--- config.mk ---
export PLATFORM = sky130hd
export DESIGN_NAME = add_result_responder
export DESIGN_NICKNAME = d
export VERILOG_FILES = /design/src/rtl/add_result_responder.sv
export SDC_FILE = /design/constraint.sdc
export NUM_CORES = 1
export LEC_CHECK = 0
export CORE_MARGIN = 4
export CORE_UTILIZATION = 45
export CTS_CLUSTER_DIAMETER = 100
export DETAILED_ROUTE_END_ITERATION = 8
export GPL_TIMING_DRIVEN = 0
export PLACE_DENSITY = 0.76
export SYNTH_ARGS = -nofsm -noshare
export SYNTH_HDL_FRONTEND = slang
export SYNTH_SLANG_ARGS = --single-unit
--- constraint.sdc ---
create_clock -name clk -period 7.7 [get_ports clk]
set_input_delay 1.54 -clock clk [delete_from_list [all_inputs] [get_ports clk]]
set_output_delay 1.54 -clock clk [all_outputs]
set_load 0.005 [all_outputs]
--- src/rtl/add_result_responder.sv ---
// Integer stand-in for the pipelined adder: fixed-latency tagged sums, in-flight count, flush drain tracking.
// Optional ADD_RESP_OVF_EN adds an ovf output carried alongside each sum.
//
// state   | meaning
// S_IDLE  | no drain requested; flush starts tracking
// S_DRAIN | waiting for every accepted add to return
// S_DONE  | drain complete; flush_done asserted this cycle
module add_result_responder #(
  parameter int LATENCY = 4,
  parameter int ROW_W   = 10,
  parameter int CNT_W   = 5
) (
  input  logic             clk,
  input  logic             reset,
  input  logic             add,
  input  logic [63:0]      add0,
  input  logic [63:0]      add1,
  input  logic [ROW_W-1:0] add_row,
  input  logic             flush,
  output logic             valid1,
  output logic [63:0]      value1,
  output logic [ROW_W-1:0] row1,
  output logic [CNT_W-1:0] in_flight,
`ifdef ADD_RESP_OVF_EN
  output logic             ovf,
`endif
  output logic             flush_done
);

  localparam logic [1:0] S_IDLE  = 2'd0;
  localparam logic [1:0] S_DRAIN = 2'd1;
  localparam logic [1:0] S_DONE  = 2'd2;

  logic [LATENCY-1:0] vld_q;
  logic [63:0]        sum_q [LATENCY];
  logic [ROW_W-1:0]   row_q [LATENCY];
  logic [63:0]        sum_d;
  logic [CNT_W-1:0]   cnt_q, cnt_d;
  logic [1:0]         state_q, state_d;

  assign sum_d = add0 + add1;

  // Data stages only load behind a valid entry so the outputs hold between results.
  always_ff @(posedge clk) begin
    if (reset) begin
      vld_q <= '0;
      for (int i = 0; i < LATENCY; i++) begin
        sum_q[i] <= '0;
        row_q[i] <= '0;
      end
    end else begin
      vld_q[0] <= add;
      if (add) begin
        sum_q[0] <= sum_d;
        row_q[0] <= add_row;
      end
      for (int i = 1; i < LATENCY; i++) begin
        vld_q[i] <= vld_q[i-1];
        if (vld_q[i-1]) begin
          sum_q[i] <= sum_q[i-1];
          row_q[i] <= row_q[i-1];
        end
      end
    end
  end

  assign valid1 = vld_q[LATENCY-1];
  assign value1 = sum_q[LATENCY-1];
  assign row1   = row_q[LATENCY-1];

`ifdef ADD_RESP_OVF_EN
  logic [LATENCY-1:0] ovf_q;
  logic               ovf_d;

  assign ovf_d = (add0[63] == add1[63]) && (sum_d[63] != add0[63]);

  always_ff @(posedge clk) begin
    if (reset) begin
      ovf_q <= '0;
    end else begin
      if (add) ovf_q[0] <= ovf_d;
      for (int i = 1; i < LATENCY; i++) begin
        if (vld_q[i-1]) ovf_q[i] <= ovf_q[i-1];
      end
    end
  end

  assign ovf = valid1 & ovf_q[LATENCY-1];
`endif

  always_comb begin
    cnt_d = cnt_q;
    case ({add, valid1})
      2'b10:   cnt_d = cnt_q + CNT_W'(1);
      2'b01:   cnt_d = cnt_q - CNT_W'(1);
      default: cnt_d = cnt_q;
    endcase
  end

  always_comb begin
    state_d = state_q;
    case (state_q)
      S_IDLE:  if (flush) state_d = S_DRAIN;
      S_DRAIN: if (cnt_q == '0 && !add) state_d = S_DONE;
      S_DONE:  state_d = S_IDLE;
      default: state_d = S_IDLE;
    endcase
  end

  always_ff @(posedge clk) begin
    if (reset) begin
      cnt_q   <= '0;
      state_q <= S_IDLE;
    end else begin
      cnt_q   <= cnt_d;
      state_q <= state_d;
    end
  end

  assign in_flight  = cnt_q;
  assign flush_done = (state_q == S_DONE);

endmodule
==> results of run 1 <==
## per-stage QoR
step | hold WS (ns) | worst slack, ns
3_3_place_gp | 0.423 | 2.46
3_5_place_dp | 0.439 | 2.39
5_1_grt | 0.461 | 2.78
6_report | 0.447 | 2.93
4_1_cts | 0.445 | 2.93
2_1_floorplan | 0.415 | 3.60
## cell families (layout without fill, tap and decap cells)
family	Yosys count	after routing	share of synthesized area, %
simple gates	524	524	18.8
flops	307	307	59.7
compound gates	251	251	10.5
buf+inv	76	353	2.03
fa+ha+maj	69	69	5.76
xor+xnor	47	47	2.70
mux	7	7	0.459
## final timing paths
check                               end  slack [ns]  depth (start not counted)
max          sum_q[0][50]$_SDFFCE_PN0P_        2.93                         11
min             state_q[1]$_SDFFE_PP0P_        0.45                          1
max reg2reg   in_flight[4]$_SDFFE_PP0P_        5.68                          9
min reg2reg     state_q[1]$_SDFFE_PP0P_        0.45                          1
## synth_stat cells, types with 3 or more instances
cell | number | area [um2]
sky130_fd_sc_hd__and3_1 | 4 | 25.0
sky130_fd_sc_hd__o21a_1 | 15 | 113
sky130_fd_sc_hd__o21ai_0 | 49 | 245
sky130_fd_sc_hd__nand3b_1 | 3 | 22.5
sky130_fd_sc_hd__edfxtp_1 | 296 | 8890
sky130_fd_sc_hd__nand3_1 | 15 | 75.1
sky130_fd_sc_hd__a21oi_1 | 94 | 470
sky130_fd_sc_hd__o211ai_1 | 5 | 37.5
sky130_fd_sc_hd__nand2_1 | 72 | 270
sky130_fd_sc_hd__o31ai_1 | 4 | 30.0
sky130_fd_sc_hd__and2_1 | 239 | 1500
sky130_fd_sc_hd__nor4_1 | 3 | 18.8
sky130_fd_sc_hd__and4_1 | 3 | 26.3
sky130_fd_sc_hd__dfxtp_1 | 11 | 220
sky130_fd_sc_hd__or2_2 | 12 | 75.1
sky130_fd_sc_hd__a21o_1 | 29 | 218
sky130_fd_sc_hd__buf_4 | 3 | 22.5
sky130_fd_sc_hd__nand2b_1 | 5 | 31.3
sky130_fd_sc_hd__clkbuf_1 | 45 | 169
sky130_fd_sc_hd__o21bai_1 | 11 | 82.6
sky130_fd_sc_hd__a31oi_1 | 5 | 31.3
sky130_fd_sc_hd__or3_1 | 7 | 43.8
sky130_fd_sc_hd__xor2_1 | 20 | 175
sky130_fd_sc_hd__nor2_1 | 82 | 308
sky130_fd_sc_hd__a21boi_0 | 4 | 30.0
sky130_fd_sc_hd__nor3b_1 | 6 | 45.0
sky130_fd_sc_hd__nor3_1 | 34 | 170
sky130_fd_sc_hd__mux2i_1 | 7 | 70.1
sky130_fd_sc_hd__nand4_1 | 26 | 163
sky130_fd_sc_hd__buf_2 | 10 | 50.1
sky130_fd_sc_hd__a211oi_1 | 5 | 37.5
sky130_fd_sc_hd__ha_1 | 67 | 838
sky130_fd_sc_hd__inv_1 | 17 | 63.8
sky130_fd_sc_hd__nor2b_1 | 5 | 31.3
sky130_fd_sc_hd__xnor2_1 | 27 | 236
## routing by layer
layer | wire [um] | share of wire (%) | GRT usage, % | up-vias
li1 | - | - | - | 5158
met1 | 14900 | 46 | 24.9 | 4631
met2 | 15100 | 46 | 28.5 | 309
met3 | 2030 | 6.2 | 2.20 | 49
met4 | 635 | 1.9 | 4.09 | 0
met5 | 0 | 0 | 0 | -
## worst register-to-register path, stage by stage, from the launching register on
cell and delay (ns):
sky130_fd_sc_hd__dfxtp_1 0.34, sky130_fd_sc_hd__ha_1 0.24, sky130_fd_sc_hd__inv_1 0.10, sky130_fd_sc_hd__fa_1 0.40
sky130_fd_sc_hd__inv_1 0.08, sky130_fd_sc_hd__a21o_1 0.12, sky130_fd_sc_hd__a21oi_1 0.08, sky130_fd_sc_hd__xnor2_1 0.14
sky130_fd_sc_hd__or3_1 0.32, sky130_fd_sc_hd__a21oi_1 0.14
## final cells by class
cell class                 count  share of cell area [%]
buffer                        59                    1.29
clock buffer                  44                    4.26
clock inverter                 8                   0.441
inverter                      17                   0.336
multi-input combinational    898                    30.7
sequential                   307                    47.9
tap                          448                    2.95
timing repair buffer         225                    12.1
## registers in the layout (all words and copies together) (netlist names)
register and flops:
sum_q 256, row_q 40, vld_q 4, in_flight 5, state_q 2
## power groups by stage
stage	Clock (W)	Combinational (W)	Sequential [W]
6_report	0.00131	0.000576	0.00195
5_1_grt	0.00141	0.000636	0.00196
4_1_cts	0.00134	0.000576	0.00196
3_5_place_dp	0	0.000573	0.00199
3_3_place_gp	0	0.000561	0.00199
2_1_floorplan	0	0.000343	0.00199
## cell usage in the layout (no fill, tap or decap), drive strengths merged, types with 17 or more instances in the layout
master,n
edfxtp,296
and2,239
o21ai,49
ha,67
clkdlybuf4s50,222
clkbuf,89
nor2,82
buf,17
nand4,26
xor2,20
nand2,73
xnor2,27
nor3,35
a21oi,94
a21o,29
inv,17
==> qor.yml, run 1 <==
worst_setup_path:
  largest_incremental_delay_on_the_critical_path_ns: 0.51
  crit_family: "compound AO/OA/AOI/OAI gates"
  worst_path_cell_with_the_longest_stage_delay: "sky130_fd_sc_hd__a2111oi_2"
  cp.required_ns: 7.96
  path_common_cell: "sky130_fd_sc_hd__nor3_1"
  critical_path.endpoint_type: "flip-flop"
  crit_fanout: 6
  worst_setup_path_startpoint: "add1[0]"
  criticalPathCategory: "input pin to flip-flop"
  cp.arrival_ns: 5.03
  path_buf_inv: 1
  startpoint_type: "input pin"
  path_cells: "clkdlybuf4s50_1 -> ha_1 -> fa_1 -> a21o_1 -> a221oi_4 -> o221ai_2 -> a2111oi_2 -> nor3_1 -> nor3_1 -> nor3_1 -> nor3b_1"
  rr_startpoint: "vld_q[3]$_SDFF_PP0_"
final_layout:
  synthToLayoutAreaGrowth_pct: 24.7
  design.final.nets: 1747
  layout.cells.non_filler: 2006
  layout.area.seq_mm2: 0.00911
  multi_input_comb_area_mm2: 0.00584
  final_layout_size_suffix_gt1_share_pct: 5.39
  final_area_mm2: 0.0190
  diodes: 0
  utilization_pct: 56.8
  filler_cell_count: 2785
timing:
  timing.final.setup_violations: 0
  slew_at_the_pin_closest_to_its_max_slew_limit_ns: 0.979
  rsz0062_at_grt: "false"
  timing.slew.headroom_pct: 34.7
  fin_tns_setup_ns: 0
  layout_worst_path_cycle_share_pct: 62.0
  fin_crit_ns: 4.77
  maxSlewViolCount: 0
  timing.fmax_ghz: 0.210
  clock_skew_ns: 0.0124
  final_hold_vio_count: 0
clock_network:
  clock_tree_from_tritoncts: "done"
  cts.htree.levels: 1
  clock_transition_at_path_regs_ns: 0.06
  postCtsSetupBuffers: 0
  cts_resized: 0
  cts_hold_buf: 0
  ctsLongestPathBuffers: 3
  tritoncts.num_buffers: 28
  clock_latency_ns: 0.53
  cts.root.buffer_cell: "sky130_fd_sc_hd__clkbuf_16"
  clkSinkCount: 307
grt:
  maximum_number_of_pins_on_one_net_before_global_route_repair: 75
  grt_overflow: 0
  grt_util_all_layers_pct: 17.4
  grt_pass1_wl_um: 51000
  first_global_vias: 9757
  antenna_found_initial: 0
logic_synthesis:
  synth-async-reset-ratio_pct: 0
  synth.net_count: 1492
  avgSynthCellArea_um2: 11.9
  yosys_most_used_dff: "sky130_fd_sc_hd__edfxtp_1"
  mappedNetlistArea_mm2: 0.0153
  yosysUniqueCellTypes: 67
  post_synth_inst_count: 1281
  synth-seq-area-share_pct: 59.7
  synthesis.yosys.warnings: 0
  synth_enable_flop_cells: 296
  synth_seq_cells: 307
routing:
  first_pass_detailed_route_iteration_total: 5
  route.detailed.wl_per_inst_um: 16.3
  vias_per_std_cell: 5.06
  detail_route.iter0.violations: 563
  route.antenna.remaining_nets: 0
  routed_via_count: 10100
  drc_errors: 0
  route.final.wire_length_um: 32600
power:
  max-vdd-ir-drop_v: 0.000152
  power-per-cell-area_mw_per_mm2: 202
  comb_power_share_pct: 15.0
  sequential_share_of_power_pct: 50.9
  part_of_the_total_power_dissipated_in_the_clock_network_pct: 34.1
  power_w: 0.00384
  power.net_switching_w: 0.000896
  leakage_nw: 7.30
  p_sw_share_pct: 23.3
  cell_internal_pwr_w: 0.00294
placement:
  placed_cell_area_mm2: 0.0181
  io_buffer_count: 222
  gp_congestion: 0.906
  placedCellCount: 1954
  detailed_place_hpwl_um: 25800
die:
  design.die.area_mm2: 0.0369
  top_level_ports: 223
  core.rowCount: 67
  die-width_um: 192
  die-height_um: 192
  floorplan.initialDensity_pct: 45.6
  coreArea_mm2: 0.0334
hold_path:
  holdCritStartpoint: "state_q[1]$_SDFFE_PP0P_"
  min-delay-path-class: "flip-flop to flip-flop"
job:
  cap_viol_max_count: 0
run_status:
  outcome: "finished clean"
Note: power is estimated with default switching activity, not from simulation.
==> inputs of run 2 (changes only) <==
--- a/config.mk
+++ b/config.mk
@@ -10,7 +10,7 @@
 export CTS_CLUSTER_DIAMETER = 100
 export DETAILED_ROUTE_END_ITERATION = 8
 export GPL_TIMING_DRIVEN = 0
-export PLACE_DENSITY = 0.76
+export PLACE_DENSITY = 0.79
 export SYNTH_ARGS = -nofsm -noshare
 export SYNTH_HDL_FRONTEND = slang
 export SYNTH_SLANG_ARGS = --single-unit
==> constraint.sdc (replaced) <==
create_clock -name clk -period 4.38 [get_ports clk]
set_input_delay 0.876 -clock clk [delete_from_list [all_inputs] [get_ports clk]]
set_output_delay 0.876 -clock clk [all_outputs]
set_load 0.005 [all_outputs]
==> qor.yml, run 2 (synthesized netlist as in run 1, its figures left out) <==
final_layout:
  design.final.nets: 1748  # was 1747
  diodes: 0  # unchanged
  filler_cell_count: 2712  # was 2785
  synthToLayoutAreaGrowth_pct: 25.1  # was 24.7%
  layout.cells.non_filler: 2006  # unchanged
  most_common_library_cell_in_the_layout_ignoring_fill_and_taps: "sky130_fd_sc_hd__edfxtp_1"  # unchanged
  final_layout_size_suffix_gt1_share_pct: 5.65  # was 5.39%
  most_frequent_cells_in_the_layout: "sky130_fd_sc_hd__edfxtp_1, sky130_fd_sc_hd__and2_1, sky130_fd_sc_hd__clkdlybuf4s50_1, sky130_fd_sc_hd__a21oi_1, sky130_fd_sc_hd__nor2_1"  # unchanged
  largest_register_ff_count: 256  # unchanged
  register_name_with_the_most_flops: "sum_q"  # unchanged
worst_setup_path:
  crit_fanout: 6  # unchanged
  critical_path.endpoint_type: "flip-flop"  # unchanged
  criticalPathCategory: "input pin to flip-flop"  # unchanged
  startpoint_type: "input pin"  # unchanged
  crit_family: "compound AO/OA/AOI/OAI gates"  # unchanged
  cp.required_ns: 4.65  # was 7.96 ns
  path_cells: "clkdlybuf4s50_1 -> ha_1 -> fa_1 -> a21o_1 -> a221oi_4 -> o221ai_2 -> a2111oi_2 -> or3_1 -> nand2_2 -> o21a_1 -> nor3_1"  # was clkdlybuf4s50_1 -> ha_1 -> fa_1 -> a21o_1 -> a221oi_4 -> o221ai_2 -> a2111oi_2 -> nor3_1 -> nor3_1 -> nor3_1 -> nor3b_1
  cp.arrival_ns: 4.26  # was 5.03 ns
  worst_setup_path_startpoint: "add0[0]"  # was add1[0]
  rr_startpoint: "vld_q[3]$_SDFF_PP0_"  # unchanged
  largest_incremental_delay_on_the_critical_path_ns: 0.56  # was 0.51 ns
  worst_path_cell_with_the_longest_stage_delay: "sky130_fd_sc_hd__a2111oi_2"  # unchanged
  path_buf_inv: 1  # unchanged
grt:
  grt_util_all_layers_pct: 17.7  # was 17.4%
  first_global_vias: 9814  # was 9757
  maximum_number_of_pins_on_one_net_before_global_route_repair: 52  # was 75
  antenna_found_initial: 0  # unchanged
  grt_pass1_wl_um: 52100  # was 51000 um
  grt_overflow: 0  # unchanged
timing:
  final_hold_vio_count: 0  # unchanged
  timing.slew.headroom_pct: 51.5  # was 34.7%
  layout_worst_path_cycle_share_pct: 91.1
  maxSlewViolCount: 0  # unchanged
  fin_crit_ns: 3.99
  hold_ws_ns: 0.440  # was 0.447 ns
  rsz0062_at_grt: "false"  # unchanged
  clock_skew_ns: 0.0169  # was 0.0124 ns
  timing.final.setup_violations: 0  # unchanged
  slew_at_the_pin_closest_to_its_max_slew_limit_ns: 0.728  # was 0.979 ns
  timing.fmax_ghz: 0.251
clock_network:
  clock_latency_ns: 0.53  # about the same
  cts_resized: 0  # unchanged
  cts.root.buffer_cell: "sky130_fd_sc_hd__clkbuf_16"  # unchanged
  postCtsSetupBuffers: 0  # unchanged
  ctsLongestPathBuffers: 3  # unchanged
  clock_tree_from_tritoncts: "done"  # unchanged
  cts.htree.levels: 1  # unchanged
  cts_hold_buf: 0  # unchanged
  tritoncts.num_buffers: 28  # unchanged
  clkSinkCount: 307  # unchanged
  clock_transition_at_path_regs_ns: 0.06  # about the same
die:
  top_level_ports: 223  # unchanged
  coreArea_mm2: 0.0334  # unchanged
  floorplan.initialDensity_pct: 45.6  # unchanged
  design.die.area_mm2: 0.0369  # unchanged
  die-height_um: 192  # unchanged
  die-width_um: 192  # unchanged
  core.rowCount: 67  # unchanged
placement:
  detailed_place_hpwl_um: 26100  # was 25800 um
  gp_congestion: 0.864  # was 0.906
  io_buffer_count: 222  # unchanged
  placedCellCount: 1955  # was 1954
routing:
  first_pass_detailed_route_iteration_total: 5  # unchanged
  drc_errors: 0  # unchanged
  route.final.wire_length_um: 33400  # was 32600 um
  route.detailed.wl_per_inst_um: 16.6  # was 16.3 um
  detail_route.iter0.violations: 624  # was 563
  route.antenna.remaining_nets: 0  # unchanged
  vias_per_std_cell: 5.14  # was 5.06
  routed_via_count: 10300  # was 10100
run_status:
  outcome: "finished clean"  # unchanged
power:
  max-vdd-ir-drop_v: 0.000317  # was 0.000152 V
  power-per-cell-area_mw_per_mm2: 360  # was 202 mW/mm2
  leakage_nw: 7.33  # was 7.30 nW
hold_path:
  min-delay-path-class: "flip-flop to flip-flop"  # unchanged
  holdCritStartpoint: "state_q[1]$_SDFFE_PP0P_"  # unchanged
job:
  cap_viol_max_count: 0  # unchanged
-- run 2: cell types whose count changed in the layout (fill, tap and decap cells not counted), sizes merged --
cell | before | now
bufinv | 1 | 3
buf | 17 | 18
clkinv | 5 | 9
clkbuf | 89 | 82
-- run 2: layer usage --
layer	wire (um)	track usage [%]	up-vias	part of all wire, %
met5	0	0	-	0
met4	508	3.48	0	1.5
met3	1700	1.82	42	5.1
met2	15800	29.4	276	47
met1	15400	25.6	4825	46
li1	-	-	5167	-
-- run 2: layout make-up --
| class | count | area (um2) | share of cell area (%) |
|---|---|---|---|
| Multi-Input combinational cell | 898 | 5840 | 30.6 |
| Timing Repair Buffer | 226 | 2320 | 12.2 |
| Clock buffer | 37 | 774 | 4.06 |
| Tap cell | 448 | 561 | 2.94 |
| Clock inverter | 14 | 158 | 0.826 |
| Inverter | 17 | 63.8 | 0.334 |
| Buffer | 59 | 245 | 1.29 |
| Sequential cell | 307 | 9110 | 47.7 |
-- run 2: final timing paths --
path	end	slack, ns	depth (start not counted)
max reg2reg	in_flight[4]$_SDFFE_PP0P_	2.37	9
min	state_q[1]$_SDFFE_PP0P_	0.44	1
min reg2reg	state_q[1]$_SDFFE_PP0P_	0.44	1
max	sum_q[0][42]$_SDFFCE_PN0P_	0.39	11
-- run 2: report_power, final --
group / total, W / internal, W / switching [W]
Clock: 0.00240 / 0.00142 / 0.000982
Combinational: 0.00103 / 0.000446 / 0.000580
Sequential: 0.00344 / 0.00340 / 0.0000380
-- run 2: through the flow --
stage | setup slack, ns | utilization [%] | TNS [ns] | instance area (um2) | power [W]
floorplan | 0.942 | - | 0 | 15300 | 0.00409
global placement | -0.139 | 53.9 | -0.338 | 18000 | 0.00449
detailed placement | -0.115 | 54.3 | -0.305 | 18100 | 0.00452
CTS | 0.424 | 57.0 | 0 | 19100 | 0.00692
global route | 0.273 | 57.0 | 0 | 19100 | 0.00715
finish | 0.390 | 57.0 | 0 | 19100 | 0.00686
==> patch 1: new RTL, config.mk and constraints of run 1 <==
Change the parameter `CNT_W` from 5 to 10.
--- a/src/rtl/add_result_responder.sv
+++ b/src/rtl/add_result_responder.sv
@@ -8,7 +8,7 @@
 module add_result_responder #(
   parameter int LATENCY = 4,
   parameter int ROW_W   = 10,
-  parameter int CNT_W   = 5
+  parameter int CNT_W   = 10
 ) (
   input  logic             clk,
   input  logic             reset,
Interface: changed (resized in_flight); port bits go from 223 to 228. The function was not compared with the original's and may differ.
==> patch 1 against run 1 <==
- sequential cell count up 5
- synthesized area up 2.9%
- cell count rose by 2.7%
- total power grew 6.9%
- design area rose by 3.6%
- worst setup slack better by 0.26 ns
- sequential share of layout area shrank 1.2 points
- synthesized cell count grew 3.0%
- clock skew is 0.0054 ns lower
- routed wire length up 2.3%
==> patch 1: results (changes against run 1) <==
Setup path:
- The cell count of the worst reg-to-reg path is 11 (+2).
- The peak fanout along the critical path is 4 (-2).
- The data arrival time of the critical path is 4.76 ns (-0.27 ns).
- The slowest stage of the critical path belongs to the cell sky130_fd_sc_hd__fa_1.
- The maximum cell stage delay along the critical path is 0.44 ns (-0.07 ns).

Yosys:
- Sorting the synthesized cells by how often they occur yields 296 x sky130_fd_sc_hd__edfxtp_1, 238 x sky130_fd_sc_hd__and2_1, 97 x sky130_fd_sc_hd__a21oi_1.
- The register area share after synthesis is 58.7% (-1.1 points).
- The synthesized netlist net count is 1536 (+2.9%).

Power and ir drop:
- Per report_power, the Sequential row totals 1.98 mW.
- The power in combinational cells is 0.577 mW (about the same).
- The internal power of the cells is 3.18 mW (+8.1%).
- The leakage power was 7.72 nW (+5.8%).

Place:
- The detailed-placement wirelength estimate came to 26000 um (+0.55%).
- The total placed instance area is 18600 sq um (+2.8%).
- The count of port buffers added during placement is 226 (+1.8%).
- The weighted congestion at the end of routability-driven global placement came to 0.877 (-3.2%).
- The pre-CTS setup slack is 2.62 ns (+0.227 ns).

Drt:
- The post-detailed-routing wire length came to 33400 um (+2.3%).
- The number of design-rule violations left by the first detailed-router iteration is 575 (+2.1%).
- The number of detailed-routing iterations run before antenna repair was 7 (+2).

Global route:
- The global-route total usage across every layer was 17.0% (-0.39 points).
- The largest net degree at the start of global routing is 54 (-28%).
- The initial antenna violation count is 1 (+1).
- The number of global-route vias before repair was 10100 (+3.1%).

Status:
- The run finished with clean final reports.

Final layout:
- The number of nets in the final layout is 1798 (+2.9%).
- The fraction of layout cells with a size suffix above 1 is 6.41% (+1.0 points).

Clock tree:
- The clock transition at the registers of the reported paths is 0.06 ns (about the same).
- The number of buffers created by CTS is 30 (+7.1%).

STA:
- The worst-case headroom to the max-slew limit was 55.7% (+21 points).
==> patch 1: changes by cell type in the layout (fill, tap and decap cells not counted), sizes merged, moves of 6 or more <==
cell    delta
nor3b      -6
nor3      -12
a21o       +8
xor2       +8
nor2b      +6
o21bai     +7
nor2      +13
a21oi      +6
inv        +8
==> patch 1: final cells by class <==
type,instances,area (sq um),area share (%)
Timing Repair Buffer,230,2360,12.0
Clock buffer,41,833,4.23
Multi-Input combinational cell,921,6060,30.8
Clock inverter,15,230,1.17
Inverter,24,90.1,0.457
Tap cell,455,569,2.89
Buffer,63,349,1.77
Sequential cell,312,9210,46.8
==> patch 1: cell families after synthesis <==
logic type	Yosys count	synth area share (%)
simple gates	515	17.8
flops	312	58.7
compound gates	271	11.3
buf+inv	87	2.80
fa+ha+maj	74	5.99
xor+xnor	56	3.12
mux	5	0.319
==> patch 1: per-stage QoR <==
step / std cells / total power, mW
after floorplan: 1320 / 2.37
after global placement: 2001 / 2.59
after detailed placement: 2005 / 2.60
after CTS: 2061 / 4.14
after global routing: 2061 / 4.28
final: 2061 / 4.10
==> patch 1: routing by layer <==
layer / vias up / GRT usage [%] / share of wire [%]
met5: - / 0 / 0
met4: 0 / 4.34 / 2.3
met3: 49 / 1.77 / 5.4
met2: 285 / 28.2 / 47
met1: 4734 / 24.2 / 46
li1: 5290 / - / -
==> patch 1: worst paths after layout <==
| check | startpoint | end | slack, ns |
|---|---|---|---|
| max reg2reg | vld_q[3]$_SDFF_PP0_ | in_flight[8]$_SDFFE_PP0P_ | 5.01 |
| min | state_q[1]$_SDFFE_PP0P_ | state_q[1]$_SDFFE_PP0P_ | 0.47 |
| min reg2reg | state_q[1]$_SDFFE_PP0P_ | state_q[1]$_SDFFE_PP0P_ | 0.47 |
| max | add0[0] | sum_q[0][54]$_SDFFCE_PN0P_ | 3.19 |
==> patch 2: new RTL, config.mk and constraints of run 1 <==
Made on the original files. Put a register stage on the output `value1`, cleared by the reset. The value now appears one clock later. The other outputs are not delayed to match.
--- a/src/rtl/add_result_responder.sv
+++ b/src/rtl/add_result_responder.sv
@@ -65,7 +65,13 @@
   end
 
   assign valid1 = vld_q[LATENCY-1];
-  assign value1 = sum_q[LATENCY-1];
+  always_ff @(posedge clk) begin
+    if (reset) begin
+      value1 <= '0;
+    end else begin
+      value1 <= sum_q[LATENCY-1];
+    end
+  end
   assign row1   = row_q[LATENCY-1];
 
 `ifdef ADD_RESP_OVF_EN
Check against the original RTL: not equivalent (a bounded check fails within 10 cycles, from zero or initial values and one cycle with reset high).
==> patch 2 against run 1 <==
- worst setup slack gained 0.44 ns
- clock skew grew 0.0065 ns
- non-clock buffer count grew 9
- largest power group unchanged
- global-route usage shrank 0.77 points
- core utilization shrank 0.26 points
- critical path type unchanged
- total power grew 15%
- maximum frequency grew 10%
- sequential cell count grew 64
- synthesized area grew 11%
- die area grew 11%
- register-to-register slack lost 0.02 ns
- design area grew 10%
- highest routed layer unchanged
- critical path depth grew 1
- routed wire length grew 7.4%
==> patch 2: results (changes against run 1) <==
STA:
- The clock skew is 0.0189 ns (+0.00648 ns).
- The highest attainable clock frequency came to 231 MHz (+10%).
- The worst-case headroom to the max-slew limit is 35.4% (+0.63 points).

Worst hold path:
- The path category of the worst min-delay check is flip-flop to flip-flop.
- The capture endpoint of the worst hold path is value1[1]$_SDFF_PP0_.

Place:
- The pre-CTS setup slack is 2.88 ns (+0.488 ns).
- The weighted congestion at the end of routability-driven global placement came to 0.850 (-6.2%).

Clock tree:
- The clock latency reported for the late side of the worst-skew pair is 0.56 ns (+0.03 ns).
- The number of buffers created by CTS came to 31 (+11%).

Status:
- The run finished with clean final reports.

Yosys:
- The xor and xnor area share after synthesis is 2.53% (-0.17 points).
- By area the synthesized netlist is led by sky130_fd_sc_hd__edfxtp_1 52%, sky130_fd_sc_hd__dfxtp_1 8.8%, sky130_fd_sc_hd__and2_1 8.7%, sky130_fd_sc_hd__ha_1 4.9%, sky130_fd_sc_hd__nor2b_1 2.7%.
- The adder and majority cell fraction of the synthesized area is 5.17% (-0.59 points).
- The multiplexer fraction of the synthesized cell area is 0.295% (-0.16 points).
- After synthesis, the most frequently instantiated cells are 296 x sky130_fd_sc_hd__edfxtp_1, 237 x sky130_fd_sc_hd__and2_1, 102 x sky130_fd_sc_hd__nor2_1.
- The register area share after synthesis came to 61.2% (+1.5 points).
- The unique cell type count in the Yosys netlist is 74 (+10%).

Drt:
- The number of design-rule violations left by the first detailed-router iteration is 627 (+11%).
- The post-detailed-routing wire length came to 35100 um (+7.4%).

Setup path:
- In this run the worst setup path begins at add0[0].
- The register-to-register setup slack is 5.66 ns (-0.02 ns).
- The peak fanout along the critical path came to 4 (-2).

Final layout:
- The number of inserted filler cells in the final layout was 3084 (+11%).
- The fraction of layout cells with a size suffix above 1 came to 6.14% (+0.74 points).

Global route:
- The number of global-route vias before repair is 10700 (+9.2%).
-- patch 2: changes by cell type in the layout (fill, tap and decap cells not counted), sizes merged, moves of 8 or more --
cell | run 1 | this run
dfxtp | 11 | 75
nor3 | 35 | 27
nor2 | 82 | 102
nor2b | 5 | 74
xor2 | 20 | 29
clkbuf | 89 | 98
-- patch 2: stage by stage --
step	power (mW)	hold WS [ns]	cells	util (%)	area (sq um)
after floorplan	2.69	0.414	1412	-	17000
after global placement	2.91	0.426	2138	53.7	19800
after detailed placement	2.92	0.436	2141	53.9	19900
after CTS	4.44	0.451	2199	56.6	20900
after global routing	4.60	0.457	2199	56.6	20900
final	4.40	0.448	2199	56.6	20900
-- patch 2: critical path, stage by stage --
cell and delay (ns):
sky130_fd_sc_hd__clkdlybuf4s50_1 0.41, sky130_fd_sc_hd__ha_1 0.30, sky130_fd_sc_hd__fa_1 0.50, sky130_fd_sc_hd__a211oi_2 0.29
sky130_fd_sc_hd__o21ai_1 0.18, sky130_fd_sc_hd__nand3_1 0.20, sky130_fd_sc_hd__a21oi_2 0.12, sky130_fd_sc_hd__o2111ai_1 0.37
sky130_fd_sc_hd__a21o_1 0.31, sky130_fd_sc_hd__a21oi_1 0.12, sky130_fd_sc_hd__o21ai_0 0.16, sky130_fd_sc_hd__o31ai_1 0.11
-- patch 2: how the worst max path moves through the flow --
| stage | to | depth (start not counted) |
|---|---|---|
| 2_1_floorplan | sum_q[0][22]$_SDFFCE_PN0P_ | 11 |
| 3_3_place_gp | sum_q[0][43]$_SDFFCE_PN0P_ | 4 |
| 3_5_place_dp | sum_q[0][22]$_SDFFCE_PN0P_ | 12 |
| 4_1_cts | sum_q[0][58]$_SDFFCE_PN0P_ | 12 |
| 5_1_grt | sum_q[0][55]$_SDFFCE_PN0P_ | 11 |
| 6_report | sum_q[0][58]$_SDFFCE_PN0P_ | 12 |
-- patch 2: report_power, final --
group	leakage, nW	total (mW)	internal (mW)	switching, mW
clock network	0.493	1.52	0.869	0.651
registers	3.84	2.30	2.27	0.0262
logic	3.72	0.581	0.254	0.327
-- patch 2: area by class of cell --
class	instances	area, sq um	share of cell area, %
clock buffer	44	887	4.24
multi-input combinational	951	6230	29.8
inverter	22	82.6	0.395
timing repair buffer	225	2280	10.9
sequential	371	10400	49.7
tap	504	631	3.02
clock inverter	14	121	0.580
buffer	68	289	1.38
-- patch 2: cells by family after synthesis --
group	Yosys count
xor+xnor	49
compound gates	249
simple gates	579
fa+ha+maj	69
buf+inv	90
mux	5
flops	371
-- patch 2: per-layer routing --
layer	routed length [um]	GRT usage, %	vias up
met2	16200	27.6	273
li1	-	-	5537
met1	16000	22.9	5019
met5	0	0	-
met4	733	4.10	0
met3	2130	2.87	48
